===== config.mk =====
export PLATFORM = sky130hd
export DESIGN_NAME = quadtree_local_ingress
export DESIGN_NICKNAME = d
export VERILOG_FILES = /design/src/rtl/quadtree_local_ingress_pkg.sv /design/src/rtl/quadtree_local_ingress_credit_fifo.sv /design/src/rtl/quadtree_local_ingress.sv
export SDC_FILE = /design/constraint.sdc
export NUM_CORES = 1
export LEC_CHECK = 0
export ABC_AREA = 1
export CAP_MARGIN = 20
export CORE_MARGIN = 2
export CORE_UTILIZATION = 40
export CTS_BUF_LIST = sky130_fd_sc_hd__clkbuf_2 sky130_fd_sc_hd__clkbuf_4 sky130_fd_sc_hd__clkbuf_8
export DETAILED_ROUTE_END_ITERATION = 8
export DONT_BUFFER_PORTS = 1
export MAX_ROUTING_LAYER = met4
export PLACE_DENSITY = 0.55
export RECOVER_POWER = 25
export SYNTH_ARGS = -nofsm -noshare
export SYNTH_HDL_FRONTEND = slang
export SYNTH_SLANG_ARGS = --single-unit

===== constraint.sdc =====
create_clock -name clk -period 9.1 [get_ports clk]
set_input_delay 0 -clock clk [delete_from_list [all_inputs] [get_ports clk]]
set_output_delay 0 -clock clk [all_outputs]
set_load 0.02 [all_outputs]

===== src/rtl/quadtree_local_ingress_pkg.sv =====
// Shared router definitions: packet layout, info codes and route decode helper.
package quadtree_local_ingress_pkg;

  localparam int unsigned RouterWidth     = 36;
  localparam int unsigned RouterFifoDepth = 4;

  // Packet field slices: [35:32] info, [31:16] addr, [15:0] data
  localparam int unsigned InfoMsb = 35;
  localparam int unsigned InfoLsb = 32;
  localparam int unsigned AddrMsb = 31;
  localparam int unsigned AddrLsb = 16;
  localparam int unsigned DataMsb = 15;
  localparam int unsigned DataLsb = 0;

  typedef enum logic [3:0] {
    InfoConfig       = 4'h1,
    InfoCalc         = 4'h2,
    InfoFinBroadcast = 4'h3,
    InfoFinComp      = 4'h4
  } router_info_e;

  // Child-quadrant mask for a head packet; zero means the info code is not routable.
  function automatic logic [3:0] decode_target(logic [3:0] info, logic [1:0] quad);
    logic [3:0] mask;
    mask = 4'b0000;
    case (info)
      InfoConfig:                             mask[quad] = 1'b1;
      InfoCalc, InfoFinBroadcast, InfoFinComp: mask = 4'b1111;
      default:                                mask = 4'b0000;
    endcase
    return mask;
  endfunction

endpackage


===== src/rtl/quadtree_local_ingress_credit_fifo.sv =====
// Circular FIFO with occupancy count and a registered one-cycle credit pulse per pop.
module quadtree_local_ingress_credit_fifo #(
  parameter int unsigned Depth = 4,
  parameter int unsigned Width = 36
) (
  input  logic             clk_i,
  input  logic             rst_i,
  input  logic             push_i,
  input  logic [Width-1:0] wdata_i,
  input  logic             pop_i,
  output logic             full_o,
  output logic             empty_o,
  output logic [Width-1:0] head_o,
  output logic             credit_o
);

  localparam int unsigned PtrW = (Depth > 1) ? $clog2(Depth) : 1;
  localparam int unsigned CntW = $clog2(Depth + 1);

  typedef logic [PtrW-1:0] ptr_t;

  function automatic ptr_t ptr_inc(ptr_t p);
    if (p == ptr_t'(Depth - 1)) return '0;
    return p + ptr_t'(1);
  endfunction

  logic [Width-1:0] mem_q [Depth];
  logic [Width-1:0] mem_d [Depth];
  ptr_t             wr_ptr_q, wr_ptr_d;
  ptr_t             rd_ptr_q, rd_ptr_d;
  logic [CntW-1:0]  count_q, count_d;
  logic             credit_q, credit_d;

  // Next-state for storage, pointers, count and credit pulse
  always_comb begin
    mem_d    = mem_q;
    wr_ptr_d = wr_ptr_q;
    rd_ptr_d = rd_ptr_q;
    count_d  = count_q;
    credit_d = pop_i;
    if (push_i) begin
      mem_d[wr_ptr_q] = wdata_i;
      wr_ptr_d        = ptr_inc(wr_ptr_q);
    end
    if (pop_i) begin
      rd_ptr_d = ptr_inc(rd_ptr_q);
    end
    case ({push_i, pop_i})
      2'b10:   count_d = count_q + CntW'(1);
      2'b01:   count_d = count_q - CntW'(1);
      default: count_d = count_q;
    endcase
  end

  // State registers; reset discards contents without issuing credit
  always_ff @(posedge clk_i or posedge rst_i) begin
    if (rst_i) begin
      for (int i = 0; i < int'(Depth); i++) mem_q[i] <= '0;
      wr_ptr_q <= '0;
      rd_ptr_q <= '0;
      count_q  <= '0;
      credit_q <= 1'b0;
    end else begin
      mem_q    <= mem_d;
      wr_ptr_q <= wr_ptr_d;
      rd_ptr_q <= rd_ptr_d;
      count_q  <= count_d;
      credit_q <= credit_d;
    end
  end

  // Status and head outputs; head reads as zero when empty
  always_comb begin
    empty_o  = (count_q == '0);
    full_o   = (count_q == CntW'(Depth));
    head_o   = empty_o ? '0 : mem_q[rd_ptr_q];
    credit_o = credit_q;
  end

endmodule


===== src/rtl/quadtree_local_ingress.sv =====
// LOCAL-port ingress of the root router: buffers controller packets and fans the head
// packet out to one child (CONFIG) or all four (multicast), returning a credit per retire.
module quadtree_local_ingress
  import quadtree_local_ingress_pkg::*;
#(
  parameter int unsigned DEPTH    = RouterFifoDepth,
  parameter int unsigned QUAD_LSB = 14
) (
  input  logic                   clk,
  input  logic                   rst,
  input  logic                   in_data_valid,
  input  logic [RouterWidth-1:0] in_data,
  output logic                   upstream_credit,
  output logic [3:0]             out_valid,
  output logic [RouterWidth-1:0] out_data,
  input  logic [3:0]             out_ready,
  output logic                   err
);

  logic                   fifo_full;
  logic                   fifo_empty;
  logic [RouterWidth-1:0] head;
  logic                   head_valid;
  logic [15:0]            head_addr;
  logic [3:0]             target;
  logic [3:0]             transfers;
  logic                   push;
  logic                   pop;
  logic                   drop;
  logic                   bad_info;
  logic [3:0]             sent_mask_q, sent_mask_d;
  logic                   err_q, err_d;

  quadtree_local_ingress_credit_fifo #(
    .Depth(DEPTH),
    .Width(RouterWidth)
  ) u_credit_fifo (
    .clk_i    (clk),
    .rst_i    (rst),
    .push_i   (push),
    .wdata_i  (in_data),
    .pop_i    (pop),
    .full_o   (fifo_full),
    .empty_o  (fifo_empty),
    .head_o   (head),
    .credit_o (upstream_credit)
  );

  // Route decode, fan-out handshake, retire and error detection
  always_comb begin
    head_valid = !fifo_empty;
    head_addr  = head[AddrMsb:AddrLsb];
    target     = decode_target(head[InfoMsb:InfoLsb], head_addr[QUAD_LSB +: 2]);
    out_valid  = head_valid ? (target & ~sent_mask_q) : 4'b0000;
    out_data   = head;
    transfers  = out_valid & out_ready;
    // An unroutable head has an empty target, so it retires immediately
    pop        = head_valid && ((sent_mask_q | transfers) == target);
    push       = in_data_valid && (!fifo_full || pop);
    drop       = in_data_valid && fifo_full && !pop;
    bad_info   = head_valid && (target == 4'b0000);
    sent_mask_d = pop ? 4'b0000 : (sent_mask_q | transfers);
    err_d       = err_q | drop | bad_info;
    err         = err_q;
  end

  // Per-packet delivery record and sticky error flag
  always_ff @(posedge clk or posedge rst) begin
    if (rst) begin
      sent_mask_q <= 4'b0000;
      err_q       <= 1'b0;
    end else begin
      sent_mask_q <= sent_mask_d;
      err_q       <= err_d;
    end
  end

endmodule


-- After elaboration in Yosys (flattened, before gate mapping)
Cells that the tools add are included.
- multiplexer cells: 21
- multiply operators: 0
- equality and inequality tests: 10
- shift-type cells: 0
- order comparisons: 5
- $add $sub $neg: 4
- divide/modulo/power cells: 0
- bitwise operators: 8
- reductions and logical operators: 15
- operator list (cell ; count):
    144-bit bitwise mux ; 1
    36-bit two-way mux ; 4
    36-bit binary-select mux with 2-bit select ; 1
    36-bit demux with 2-bit select ; 1
    4-bit AND ; 2
    4-bit by 2-bit == test with 1-bit output (second input constant) ; 2
    2-bit two-way mux ; 4
    4-bit two-way mux ; 2
    4-bit case mux with 2 select lines ; 1
    1-bit logical AND ; 7
    2-bit == test (second input constant) ; 3
    3-bit greater-or-equal comparator (second input constant) ; 2
    2-bit NOT with 3-bit output ; 2
    3-bit case mux with 2 select lines ; 1
    1-bit two-way mux ; 5
    2-bit by 1-bit adder with 2-bit output (second input constant) ; 2
    4-bit by 1-bit == test with 1-bit output (second input constant) ; 1
    4-bit by 3-bit == test with 1-bit output (second input constant) ; 1
    4-bit == test ; 1
    4-bit logical NOT ; 1
    4-bit NOT ; 1
    4-bit bitwise OR ; 1
    3-bit by 1-bit adder with 3-bit output (second input constant) ; 1
    3-bit == test (second input constant) ; 1
    other kinds (12) ; 15
- register bits: 157
- memory bits (read-only): 0
- RAM bits: 0
- memories: 0
- output and inout port bits: 42
- bits in latches: 0
- bits of input ports: 43
- word-level logic and storage cells: 73

-- Logic depth before layout (Yosys ltp)
- depth in word-level cells: 20
- gate-level depth with buffers: 24
- depth with buffers taken out: 22

-- Modules after synthesis
A second synthesis with hierarchy kept.
- cell total of the unflattened synthesis: 1047
- area, all modules: 7877.6 um2
- modules (own cells, without submodules) (module ; area each (um2) ; seq. area each (um2) ; instances ; cells each):
    quadtree_local_ingress_credit_fifo ; 7408.4 ; 3803.6 ; 1 ; 969
    quadtree_local_ingress ; 469.2 ; 125.1 ; 1 ; 78

-- Worst setup path after synthesis
No wires, ideal clock.
- path kind: register -> register
- from: register u_credit_fifo.rd_ptr_q[1]
- to: register u_credit_fifo.count_q[2]
- stages on the path, launching flop included: 25
- data required time: 8.969 ns
- clock period less this slack: 3.009 ns
- library setup time: 0.131 ns
- arrival time: 2.878 ns
- buffers on the path: 3
- slack: 6.091 ns
- cells stage by stage: dfrtp_1 buf_6 inv_4 nand3_1 nand2_1 nand2_2 inv_1 nand2_1 nand2_1 inv_2 buf_6 nand2_1 nand3_1 nand2_1 nor2_2 nand3_4 nand2_8 buf_6 nand2_1 ha_1 inv_1 fa_1 a21oi_1 o21ai_0 xor2_1
- elaborated cells between the ends (all ways): 28
- those cells by class: order compare: 2; eq/ne: 7; mux: 9; bitwise: 4; reduce/logical: 6
- RTL lines (element ; RTL line ; source):
    start, declared ; quadtree_local_ingress_credit_fifo.sv:30 ; ptr_t rd_ptr_q, rd_ptr_d;
    start signal, assigned ; quadtree_local_ingress_credit_fifo.sv:66 ; rd_ptr_q <= rd_ptr_d;
    2-bit NOT with 3-bit output (not written as such) * ; quadtree_local_ingress_credit_fifo.sv:76 ; head_o = empty_o ? '0 : mem_q[rd_ptr_q];
    36-bit binary-select mux with 2-bit select * ; quadtree_local_ingress_credit_fifo.sv:76 ;
    36-bit two-way mux (not written as such) * (2 in series) ; quadtree_local_ingress_credit_fifo.sv:76 ;
    36-bit two-way mux * ; quadtree_local_ingress_credit_fifo.sv:76 ;
    net out_data[34] ; quadtree_local_ingress.sv:15 ; output logic [RouterWidth-1:0] out_data,
    4-bit by 2-bit == test with 1-bit output or 4-bit by 3-bit == test with 1-bit output (tied branches) ; quadtree_local_ingress_pkg.sv:26 ; case (info)
    3-bit OR reduction ; quadtree_local_ingress_pkg.sv:26 ;
    4-bit case mux with 2 select lines * ; quadtree_local_ingress_pkg.sv:26 ;
    [... 2 more ...] ; -- ;
    4-bit AND ; quadtree_local_ingress.sv:56 ; transfers = out_valid & out_ready;
    4-bit bitwise OR ; quadtree_local_ingress.sv:58 ; pop = head_valid && ((sent_mask_q | transfers) == target);
    4-bit == test * ; quadtree_local_ingress.sv:58 ;
    1-bit logical AND * ; quadtree_local_ingress.sv:58 ;
    1-bit logical OR ; quadtree_local_ingress.sv:59 ; push = in_data_valid && (!fifo_full || pop);
    1-bit logical AND ; quadtree_local_ingress.sv:59 ;
    2-bit by 1-bit == test with 1-bit output or 2-bit == test (tied branches) ; quadtree_local_ingress_credit_fifo.sv:48 ; case ({push_i, pop_i})
    3-bit case mux with 2 select lines or 2-bit nonzero test (tied branches) ; -- ;
    end signal, assigned ; quadtree_local_ingress_credit_fifo.sv:67 ; count_q <= count_d;
    end, declared ; quadtree_local_ingress_credit_fifo.sv:31 ; logic [CntW-1:0] count_q, count_d;
The timed path passes the listed nets; every way through them passes the cells marked *. The select of a mux whose other input is x is not followed.
A chain may end at the register's enable or synchronous reset.

-- Worst setup path after layout
- from: register u_credit_fifo.count_q[0]
- to: register u_credit_fifo.count_q[2]
- elaborated cells between the ends (all ways): 30
- those cells by class: add/sub: 2; order compare: 2; eq/ne: 8; mux: 6; bitwise: 3; reduce/logical: 9
- RTL lines (element ; RTL line ; source):
    3-bit logical NOT * ; quadtree_local_ingress_credit_fifo.sv:74 ; empty_o = (count_q == '0);
    36-bit two-way mux * ; quadtree_local_ingress_credit_fifo.sv:76 ;
    net out_data[33] ; quadtree_local_ingress.sv:15 ;
    4-bit by 2-bit == test with 1-bit output or 4-bit by 3-bit == test with 1-bit output (tied branches) ; quadtree_local_ingress_pkg.sv:26 ;
    3-bit OR reduction ; quadtree_local_ingress_pkg.sv:26 ;
    4-bit case mux with 2 select lines * ; quadtree_local_ingress_pkg.sv:26 ;
    4-bit AND ; quadtree_local_ingress.sv:54 ; out_valid = head_valid ? (target & ~sent_mask_q) : 4'b0000;
    4-bit two-way mux ; quadtree_local_ingress.sv:54 ;
    4-bit AND ; quadtree_local_ingress.sv:56 ;
    4-bit bitwise OR ; quadtree_local_ingress.sv:58 ;
    4-bit == test * ; quadtree_local_ingress.sv:58 ;
    1-bit logical AND * ; quadtree_local_ingress.sv:58 ;
    1-bit logical OR ; quadtree_local_ingress.sv:59 ;
    1-bit logical AND ; quadtree_local_ingress.sv:59 ;
    2-bit by 1-bit == test with 1-bit output or 2-bit == test (tied branches) ; quadtree_local_ingress_credit_fifo.sv:48 ;
    3-bit case mux with 2 select lines or 2-bit nonzero test (tied branches) ; -- ;
The timed path passes the listed nets; every way through them passes the cells marked *.

==> metrics.md <==
| Metric | Value |
|---|---|
| Outcome | `finished with violations` |
| Violated checks | `capacitance limit, slew limit` |
| Final instance area | `8930 um^2` |
| Synth cell types | `31` |
| Slew @ Worst Pin | `4.67 ns` |
| Commonest non-fill, non-tap cell in the layout | `nand2_1` |
| Post-route DRC | `0` |
| Post-CTS Resized | `0` |
| Ys Warns | `0` |
| Power per cell area | `between 300 and 400 nW/um^2` |
| H-tree lvl count | `4` |
| Mapped Area | `8170 um^2` |
| Rel. slew slack | `-213%` |
| WP data arrival | `4.81 ns` |
| Hold Slack | `0.0880 ns` |
| Initial Utilization | `between 40% and 50%` |
| Syn avg cell area | `around 7.8 um^2` |
| Clk root buf | `clkbuf_8` |
| Required @ worst endpoint | `9.43 ns` |
| Row count | `52` |
| Type of destination of the critical path | `register` |
| Post-place instance area | `8070 um^2` |
| Final ANT Viol Nets | `0` |
| Final setup vio count | `0` |
| CTS sink cnt | `roughly 160` |
| P_leak | `between 4 and 5 nW` |
| Global-route wire length before repair | `38.6 mm` |
| Via density | `5.43` |
| Ant diodes | `0` |
| Die area | `21600 um^2` |
| CTS max path bufs | `2` |
| Die W | `147 um` |
| GP Congestion | `around 0.75` |
| Initial antenna violation count | `0` |
| Final Cycle Share | `49.2%` |
| Nets | `roughly 1100` |
| Max Cap Violations | `1` |
| Post-CTS Setup Bufs | `0` |
| Final wirelength | `23.6 mm` |
| IO Port Bufs | `0` |
| Post-Route Utilization | `between 40 and 50%` |
| DR pass1 iterations | `5` |
| CTS tree | `built` |
| Total grt overflow | `0` |
| HPWL after DPL | `12.0 mm` |
| Critical path class | `reg -> reg` |
| Hold Vio Cnt, Final | `0` |
| CP Max Fanout | `150` |
| Core Region | `a little over 20000 um^2` |
| Sequential fraction of the synthesis area | `about half` |
| Chip height | `147 um` |
| Via count | `7138` |
| Clk_lat worst skew | `0.46 ns` |
| Worst-path clk slew | `0.08 ns` |
| GR Util All Layers | `23.0%` |
| Largest net degree at the start of global routing | `roughly 150` |
| RSZ-0062 raised after global routing | `false` |
| Worst min-delay path class | `in -> reg` |
| Setup tns final | `0 ns` |
| DR WL/cell | `18.0 um` |
| Layout cells sized above 1 | `under 10%` |
| Initial DRC count | `around 540` |
| Vias in the first global route | `6917` |
| Commonest non-fill, non-tap cells in the layout | `nand2_1 (338), dfrtp_1 (156), nand4_1 (144)` |
| Fin crit period | `4.48 ns` |
| Fmax | `0.223 GHz` |
| Cells after Synth | `1046` |
| Final Max Tran Viols | `104` |
| Clk_skew | `0.0144 ns` |
| Crit start category | `register` |
| #FFs+latches synth | `157` |
| Io pins | `85` |
| Peak supply drop | `0.000239 V` |
| Fillcell total | `2137` |
| Net Count, Synth | `1096` |
| CTS Buf Count | `17` |
| Area Overhead vs Synth | `9.31%` |
flip-flops by register name, summed over array words and instances (netlist names):
signal	flops
u_credit_fifo.mem_q	144
sent_mask_q	4
err	1
u_credit_fifo.count_q	3
u_credit_fifo.wr_ptr_q	2
u_credit_fifo.credit_o	1
u_credit_fifo.rd_ptr_q	2
worst paths after layout:
kind                                          start  slack (ns)  cells past startpoint                        to
setup / recovery           u_credit_fifo.count_q[0]        4.62                     19  u_credit_fifo.count_q[2]
hold / removal                        in_data_valid        0.09                      3   u_credit_fifo.mem_q[25]
setup reg to reg           u_credit_fifo.count_q[0]        4.62                     19  u_credit_fifo.count_q[2]
hold reg to reg              u_credit_fifo.mem_q[4]        0.47                      2    u_credit_fifo.mem_q[4]
max in group asynchronous                       rst        5.41                      3   u_credit_fifo.mem_q[37]
min in group asynchronous                       rst        1.43                      2  u_credit_fifo.count_q[0]
cells by family (layout without fill, tap and decap cells):
family	Yosys count	after routing	synth area share, %
AND/OR/NAND/NOR	653	653	36.3
flip-flops	157	157	48.1
buffers and inverters	119	117	7.59
AO/OA/AOI/OAI	108	108	6.66
adder cells (fa/ha/maj)	7	7	1.16
XOR/XNOR	2	2	0.214
cell type report:
type / instances / area, um^2 / area share, %
sequential: 157 / 3930 / 44.0
inverter: 32 / 124 / 1.39
tap: 270 / 338 / 3.78
clock inverter: 11 / 92.6 / 1.04
multi-input combinational: 770 / 3620 / 40.6
clock buffer: 21 / 283 / 3.17
timing repair buffer: 53 / 541 / 6.05
layer usage:
metal	vias to the layer above	GRT usage, %	share of wire [%]
li1	3460	-	-
met4	0	5.19	0.80
met5	-	-	0
met3	15	4.13	4.0
met1	3506	32.1	48
met2	157	35.4	47
critical path, stage by stage (launching register included):
cell	delay, ns
dfrtp_1	0.42
inv_2	0.09
nand3_2	0.21
inv_2	0.70
nor2_4	0.14
nand3_1	0.11
nand2_1	0.07
inv_2	0.16
nand2_1	0.09
a21oi_1	0.17
nand2_1	0.11
nand3_4	0.13
nand2_8	0.48
nand2_1	0.37
ha_1	0.19
inv_1	0.06
fa_1	0.38
a21oi_1	0.14
o21ai_0	0.11
xor2_1	0.15
metrics by stage:
stage | setup WS, ns | power [W] | instances
4_1_cts | 4.41 | 0.00359 | 1313
5_1_grt | 4.18 | 0.00389 | 1314
3_3_place_gp | 4.49 | 0.00301 | 1236
3_5_place_dp | 4.43 | 0.00304 | 1236
2_1_floorplan | 4.87 | 0.00273 | 1046
6_report | 4.62 | 0.00357 | 1314
where the power goes:
group / leakage, nW / internal [W] / switching (W) / total, W
combinational: 2.23 / 0.000502 / 0.00136 / 0.00186
clock: 0.195 / 0.000239 / 0.000270 / 0.000508
sequential: 1.96 / 0.00102 / 0.000175 / 0.00120
what timing repair did:
item | in CTS | in global routing
endpoints found under the hold margin | 254 | 0
hold buffers | 45 | 0
endpoints found under the setup margin | 0 | 0
cell usage after synthesis:
cell type | count | area [um^2]
o21ai_2 | 1 | 8.76
a21oi_1 | 41 | 205
dfrtp_1 | 157 | 3930
clkinv_1 | 1 | 3.75
nor2_4 | 1 | 11.3
buf_6 | 18 | 203
clkbuf_1 | 43 | 161
o21ai_1 | 2 | 10.0
o21ai_0 | 64 | 320
inv_2 | 8 | 30.0
nand2_2 | 3 | 18.8
nand3_1 | 24 | 120
nand3_4 | 5 | 87.6
nor3_1 | 1 | 5.00
nor2_1 | 130 | 488
buf_1 | 11 | 41.3
xnor2_1 | 1 | 8.76
xor2_1 | 1 | 8.76
fa_1 | 1 | 20.0
inv_1 | 22 | 82.6
buf_4 | 1 | 7.51
inv_4 | 1 | 6.26
nand2_1 | 338 | 1270
buf_12 | 1 | 20.0
ha_1 | 6 | 75.1
nor2_2 | 3 | 18.8
or2_2 | 1 | 6.26
nand2_8 | 1 | 20.0
buf_2 | 13 | 65.1
nand4_1 | 144 | 901
nand3_2 | 2 | 20.0
No activity file was read; power rests on OpenSTA's default activity.
